$ cat src/rtl/lobster_dbus_arb.sv
// lobster_dbus_arb
//
// Data-bus arbiter and SRAM sequencer for the lobster core. NUM_CH requester
// channels (fetch, load, store, context DMA, ...) share one SRAM port. The
// port runs one transaction at a time. Arbitration is round-robin, with
// optional lock chaining that keeps the port on one channel. Misaligned
// addresses are rejected without an SRAM cycle. A stalled SRAM is abandoned
// after TIMEOUT cycles.
//
// Ports
//   clk         clock, rising edge
//   rst         asynchronous, active-low reset
//   req_valid   [NUM_CH]  per-channel request valid
//   req_ready   [NUM_CH]  per-channel accept (combinational, one-hot or zero)
//   req_we      [NUM_CH]  1 = store, 0 = load/fetch
//   req_lock    [NUM_CH]  keep the grant on this channel after this transaction
//   req_addr    packed byte addresses, channel i at [i*ADDR_WIDTH +: ADDR_WIDTH]
//   req_wdata   packed store data, channel i at [i*DATA_WIDTH +: DATA_WIDTH]
//   resp_valid  [NUM_CH]  one-cycle completion pulse
//   resp_err    misaligned or timed-out transaction, qualifies resp_valid
//   resp_rdata  load data, updated only by a completed load
//   ce, we     SRAM command / write enable
//   addr_in    SRAM read address,  data_in  SRAM read data
//   addr_out   SRAM write address, data_out SRAM write data
//   rdy        SRAM completion
//
// FSM states
//   state | meaning
//   IDLE  | port free; arbitrate, accept one request per cycle
//   BUSY  | SRAM command driven, waiting for rdy or timeout

module lobster_dbus_arb #(
  parameter int ADDR_WIDTH = 36,
  parameter int DATA_WIDTH = 64,
  parameter int NUM_CH     = 3,
  parameter int TIMEOUT    = 255
) (
  input  logic                         clk,
  input  logic                         rst,
  input  logic [NUM_CH-1:0]            req_valid,
  output logic [NUM_CH-1:0]            req_ready,
  input  logic [NUM_CH-1:0]            req_we,
  input  logic [NUM_CH-1:0]            req_lock,
  input  logic [NUM_CH*ADDR_WIDTH-1:0] req_addr,
  input  logic [NUM_CH*DATA_WIDTH-1:0] req_wdata,
  output logic [NUM_CH-1:0]            resp_valid,
  output logic                         resp_err,
  output logic [DATA_WIDTH-1:0]        resp_rdata,
  output logic                         ce,
  output logic                         we,
  output logic [ADDR_WIDTH-1:0]        addr_in,
  input  logic [DATA_WIDTH-1:0]        data_in,
  output logic [ADDR_WIDTH-1:0]        addr_out,
  output logic [DATA_WIDTH-1:0]        data_out,
  input  logic                         rdy
);

  localparam int CW = (NUM_CH > 1) ? $clog2(NUM_CH) : 1;
  localparam int TW = (TIMEOUT > 0) ? $clog2(TIMEOUT + 1) : 1;

  // Low address bits that must be zero for a word-aligned access. An 8-bit
  // bus gives an all-zero mask, so nothing is ever misaligned.
  localparam logic [ADDR_WIDTH-1:0] ALIGN_MASK = ADDR_WIDTH'((DATA_WIDTH / 8) - 1);

  // Counter value at which the next rdy-low BUSY edge is the TIMEOUT-th one.
  localparam logic [TW-1:0] TMO_LAST = (TIMEOUT > 0) ? TW'(TIMEOUT - 1) : '0;

  typedef enum logic {
    IDLE = 1'b0,
    BUSY = 1'b1
  } state_t;

  state_t          state;
  logic [CW-1:0]   rr_ptr;
  logic [CW-1:0]   lock_owner;
  logic            lock_held;
  logic [CW-1:0]   cur_ch;
  logic            cur_we;
  logic [TW-1:0]   tmo_cnt;

  logic                  lock_hit;
  logic                  win_found;
  logic [CW-1:0]         win_ch;
  logic                  win_we;
  logic                  win_lock;
  logic [ADDR_WIDTH-1:0] win_addr;
  logic [DATA_WIDTH-1:0] win_wdata;
  logic                  win_misaligned;
  logic [CW-1:0]         rr_next;
  int                    rr_idx;

  // Grant selection. A live lock owner bypasses the round-robin search. An
  // owner that has dropped req_valid loses priority in this same cycle.
  always_comb begin
    lock_hit  = lock_held && req_valid[lock_owner];
    win_found = 1'b0;
    win_ch    = '0;
    rr_idx    = 0;
    if (state == IDLE) begin
      if (lock_hit) begin
        win_found = 1'b1;
        win_ch    = lock_owner;
      end else begin
        for (int i = 0; i < NUM_CH; i++) begin
          rr_idx = (int'(rr_ptr) + i) % NUM_CH;
          if (!win_found && req_valid[rr_idx]) begin
            win_found = 1'b1;
            win_ch    = CW'(rr_idx);
          end
        end
      end
    end
  end

  // Mux the winning channel's request fields.
  always_comb begin
    win_we    = 1'b0;
    win_lock  = 1'b0;
    win_addr  = '0;
    win_wdata = '0;
    for (int i = 0; i < NUM_CH; i++) begin
      if (CW'(i) == win_ch) begin
        win_we    = req_we[i];
        win_lock  = req_lock[i];
        win_addr  = req_addr[i*ADDR_WIDTH +: ADDR_WIDTH];
        win_wdata = req_wdata[i*DATA_WIDTH +: DATA_WIDTH];
      end
    end
  end

  always_comb begin
    req_ready = '0;
    if (win_found) begin
      req_ready[win_ch] = 1'b1;
    end
  end

  assign win_misaligned = |(win_addr & ALIGN_MASK);

  always_comb begin
    if (int'(win_ch) == NUM_CH - 1) begin
      rr_next = '0;
    end else begin
      rr_next = win_ch + 1'b1;
    end
  end

  always_ff @(posedge clk or negedge rst) begin
    if (!rst) begin
      state      <= IDLE;
      rr_ptr     <= '0;
      lock_owner <= '0;
      lock_held  <= 1'b0;
      cur_ch     <= '0;
      cur_we     <= 1'b0;
      tmo_cnt    <= '0;
      ce         <= 1'b0;
      we         <= 1'b0;
      addr_in    <= '0;
      addr_out   <= '0;
      data_out   <= '0;
      resp_valid <= '0;
      resp_err   <= 1'b0;
      resp_rdata <= '0;
    end else begin
      // Response flags are single-cycle pulses.
      resp_valid <= '0;
      resp_err   <= 1'b0;
      case (state)
        IDLE: begin
          if (win_found) begin
            cur_ch     <= win_ch;
            cur_we     <= win_we;
            lock_held  <= win_lock;
            lock_owner <= win_ch;
            // A locking winner keeps the pointer so that round-robin resumes
            // from the same place once the chain ends.
            if (!win_lock) begin
              rr_ptr <= rr_next;
            end
            if (win_misaligned) begin
              resp_valid[win_ch] <= 1'b1;
              resp_err           <= 1'b1;
            end else begin
              state    <= BUSY;
              ce       <= 1'b1;
              we       <= win_we;
              addr_in  <= win_we ? '0 : win_addr;
              addr_out <= win_we ? win_addr : '0;
              data_out <= win_we ? win_wdata : '0;
              tmo_cnt  <= '0;
            end
          end else if (lock_held && !req_valid[lock_owner]) begin
            lock_held <= 1'b0;
          end
        end

        BUSY: begin
          // rdy takes priority over a timeout that expires on the same edge.
          if (rdy) begin
            state              <= IDLE;
            ce                 <= 1'b0;
            we                 <= 1'b0;
            addr_in            <= '0;
            addr_out           <= '0;
            data_out           <= '0;
            resp_valid[cur_ch] <= 1'b1;
            if (!cur_we) begin
              resp_rdata <= data_in;
            end
          end else if ((TIMEOUT != 0) && (tmo_cnt == TMO_LAST)) begin
            state              <= IDLE;
            ce                 <= 1'b0;
            we                 <= 1'b0;
            addr_in            <= '0;
            addr_out           <= '0;
            data_out           <= '0;
            resp_valid[cur_ch] <= 1'b1;
            resp_err           <= 1'b1;
            lock_held          <= 1'b0;
          end else if (TIMEOUT != 0) begin
            tmo_cnt <= tmo_cnt + 1'b1;
          end
        end

        default: begin
          state <= IDLE;
        end
      endcase
    end
  end

endmodule

$ cat config.mk
export PLATFORM = sky130hd
export DESIGN_NAME = lobster_dbus_arb
export DESIGN_NICKNAME = d
export VERILOG_FILES = /design/src/rtl/lobster_dbus_arb.sv
export SDC_FILE = /design/constraint.sdc
export NUM_CORES = 1
export LEC_CHECK = 0
export ABC_CLOCK_PERIOD_IN_PS = 4600
export BUFFER_PORTS_ARGS = -buffer_cell sky130_fd_sc_hd__buf_4
export CAP_MARGIN = 10
export CORE_AREA = 2 2 231 233
export DETAILED_ROUTE_END_ITERATION = 7
export DIE_AREA = 0 0 233 235
export PLACE_DENSITY = 0.46
export SLEW_MARGIN = 20
export SYNTH_ARGS = -nofsm -noshare
export SYNTH_HDL_FRONTEND = slang
export SYNTH_SLANG_ARGS = --single-unit
export TNS_END_PERCENT = 50
$ cat constraint.sdc
create_clock -name clk -period 4.6 [get_ports clk]
set_input_delay 1.15 -clock clk [delete_from_list [all_inputs] [get_ports clk]]
set_output_delay 1.15 -clock clk [all_outputs]
set_load 0.03 [all_outputs]
==> run summary <==
Top FF cell, synth - dfrtp_1
Vias in the first global route - 10980
Setup CP Type - input pin to output port
Via Count - 10520
Clock Sink Count - 221
Placer Congestion - 0.8090
Total CTS buffers - 29
Die area - 0.05476 mm²
Leading area contributor after synthesis - dfrtp_1
ANT nets after route - 0
Final Critical Period - 4058 ps
Final period util - 0.8821
Clock power share - 0.198
Clk buf depth - 3
I/O Pins - 585
CTS Hold Bufs - 0
WP buf/inv - 4
Number of synthesized flops with an enable pin - 0
Hold wc startpoint - cur_we$_DFFE_PN0P_
# DRC - 0
CP max stage delay - 500 ps
Post-cts resize count - 0
CP startpoint kind - input pin
CP Cell Sequence - buf_4 > mux2_4 > a32o_1 > o41ai_4 > nand2_4 > inv_2 > or3_1 > inv_1 > buf_4
Slowest cell on the critical path - o41ai_4
Crit Reg-Reg Startpoint - rr_ptr[0]$_DFFE_PN0P_
Critical Path Source - req_valid[1]
Postcts setup bufs - 0
Hold Crit Class - register to register
Register clock-pin slew on the reported worst setup and hold paths - 50 ps
Nets - 1957
Mapped Nets - 1413
CP delay by family, top - compound AO/OA/AOI/OAI gates
Pint - 6.614 mW
Final setup violation count - 0
Hold slack - 478.6 ps
Worst slew pin tran - 1082 ps
Fin. max-slew vios - 0
Combinational Power Share - 0.542
Initial core utilization - 0.2059
Worst-Skew Late Latency - 560 ps
Sequential area share after synthesis - 0.5143
Height of the die - 235 µm
CTS tree - done
Max-cap violations - 0
Worst EP required - 3450 ps
Net Sw Power - 5.399 mW
Layout Area Growth over Synthesis - 57.12%
Via/cell ratio - 4.598
Leak - 8.267 nW
Number of synthesized register bits - 221
Clock Root Buffer - clkbuf_16
Synthesis Warnings - 0
RSZ-0062 raised after global routing - false
Synth top area cells - dfrtp_1 51%, mux2_2 7.6%, nand3b_1 4.7%
Crit-path most repeated cell - buf_4
Switching Share - 0.4494
Relative slew slack - 0.2786
Largest net degree at the start of global routing - 121
Crit-path max FO - 6
Cell Rows - 84
Status - completed
Die W - 233 µm
DR WL/cell - 20.18 µm
Mapped cell area - 0.01075 mm²
Worst vdd ir - 0.0004575 V
CP arrival - 2910 ps
Area share of the largest cell type after synthesis - 0.5143
H-tree Lvls - 1
Top cells by count, synth - 221 x dfrtp_1, 122 x nand2_1, 88 x nor2_1
Most common cell in the netlist - dfrtp_1
Sequential share of power - 0.260
WL final - 46170 µm
Core Region - 0.05224 mm²
F_max - 246.5 MHz
Buffers on Ports - 584
Share of layout cells above drive strength 1 - 0.4678
GR Util All Layers - 0.1611
CP Capture Type - output port
Synth cell types - 51
Synth Instances - 1033
Detailed-router iteration count before antenna repair - 5
Initial DRC count - 453
Grt ovf - 0
Layout Skew - 18.46 ps
Initial antenna violation count - 2
First-pass GRT wire length - 68170 µm
P per Cell Area - 711.1 mW/mm²
Mapped Avg Cell Area - 10.41 µm²
Post-synth ARST share - 1.000
Setup TNS - 0 ps
Total power - 12.01 mW
Placed wire-length estimate - 34040 µm
Final hold violations - 0
-- final timing paths --
path	to	slack, ps	cells past startpoint
worst min register to register	cur_we$_DFFE_PN0P_	480	1
min in group asynchronous	resp_rdata[7]$_DFFE_PN0P_	620	1
worst max register to register	data_out[57]$_DFFE_PN0P_	1290	9
worst min-delay path	cur_we$_DFFE_PN0P_	480	1
max in group asynchronous	data_out[45]$_DFFE_PN0P_	3060	2
worst max-delay path	req_ready[0]	540	9
-- power groups by stage --
stage	sequential [mW]	combinational [mW]	clock, mW
final	3.12	6.52	2.38
after floorplan	4.39	2.72	0
after global routing	3.22	6.99	2.53
after CTS	3.12	6.61	2.46
after global placement	3.12	6.58	0
after detailed placement	3.13	6.60	0
-- worst reg2reg max path, delay by kind of cell, from the launching register on --
family	cells	cell delay [ps]
buffers and inverters	1	60
multiplexers	1	310
adder cells (fa/ha/maj)	1	400
flip-flops	1	350
AND/OR/NAND/NOR	2	670
AO/OA/AOI/OAI	4	1420
-- registers in the layout, indices dropped and copies added (netlist names), 2 cells and up --
signal,cells
cur_ch,2
addr_out,36
resp_valid,3
tmo_cnt,8
addr_in,36
data_out,64
resp_rdata,64
rr_ptr,2
-- routing by layer --
layer  vias up  track usage  routed length (µm)
li1       4905            -                   -
met1      5165       0.1918               18340
met2       409       0.2800               22790
met3        42      0.05328                4080
met4         0      0.03474                 953
met5         -            0                   0
-- logic make-up after synthesis --
logic type | Yosys count | share of synthesized area
compound gates | 313 | 0.2183
fa+ha+maj | 5 | 0.005586
buf+inv | 104 | 0.04154
flops | 221 | 0.5143
mux | 76 | 0.07971
simple gates | 314 | 0.1406
-- final cells by class --
| cell class | count | area, µm² |
|---|---|---|
| Clock inverter | 14 | 182.7 |
| Antenna cell | 1 | 2.502 |
| Inverter | 12 | 45.04 |
| Timing Repair Buffer | 605 | 4624 |
| Tap cell | 688 | 860.8 |
| Sequential cell | 221 | 5530 |
| Fill cell | 5427 | 35340 |
| Clock buffer | 39 | 823.3 |
| Multi-Input combinational cell | 708 | 4826 |
-- through the flow --
step                setup slack, ps  utilization  cell area [µm²]  instances
floorplan                     388.1            -            10750       1033
global placement              555.1       0.3041            15890       2234
detailed placement            529.1       0.3041            15890       2234
CTS                           527.2       0.3234            16890       2287
global route                  355.6       0.3234            16890       2287
finish                        542.4       0.3234            16900       2288
-- cells in the final DEF, fill, tap and decap left out, types with 3 or more instances in the layout --
cell	synthesis	final
a211oi_1	8	8
a31o_2	9	9
bufinv_16	0	4
or3_1	4	4
nor3_1	10	10
nor2b_1	3	3
o31ai_1	18	18
nand3b_1	67	67
clkbuf_8	0	6
o21ai_0	24	24
clkinv_2	0	6
nor2_1	88	88
dfrtp_1	221	221
ha_1	4	4
buf_12	0	6
o41ai_1	49	49
inv_1	10	9
clkbuf_1	71	4
and2_1	7	7
mux2_2	73	73
a21oi_1	37	37
nand2_1	122	121
a21o_1	28	28
a22o_1	44	44
nand3_1	4	4
buf_4	0	598
a31oi_1	41	41
clkbuf_16	0	29
o22a_1	16	16
o2bb2ai_1	20	20
(Power assumes the default switching activity.)
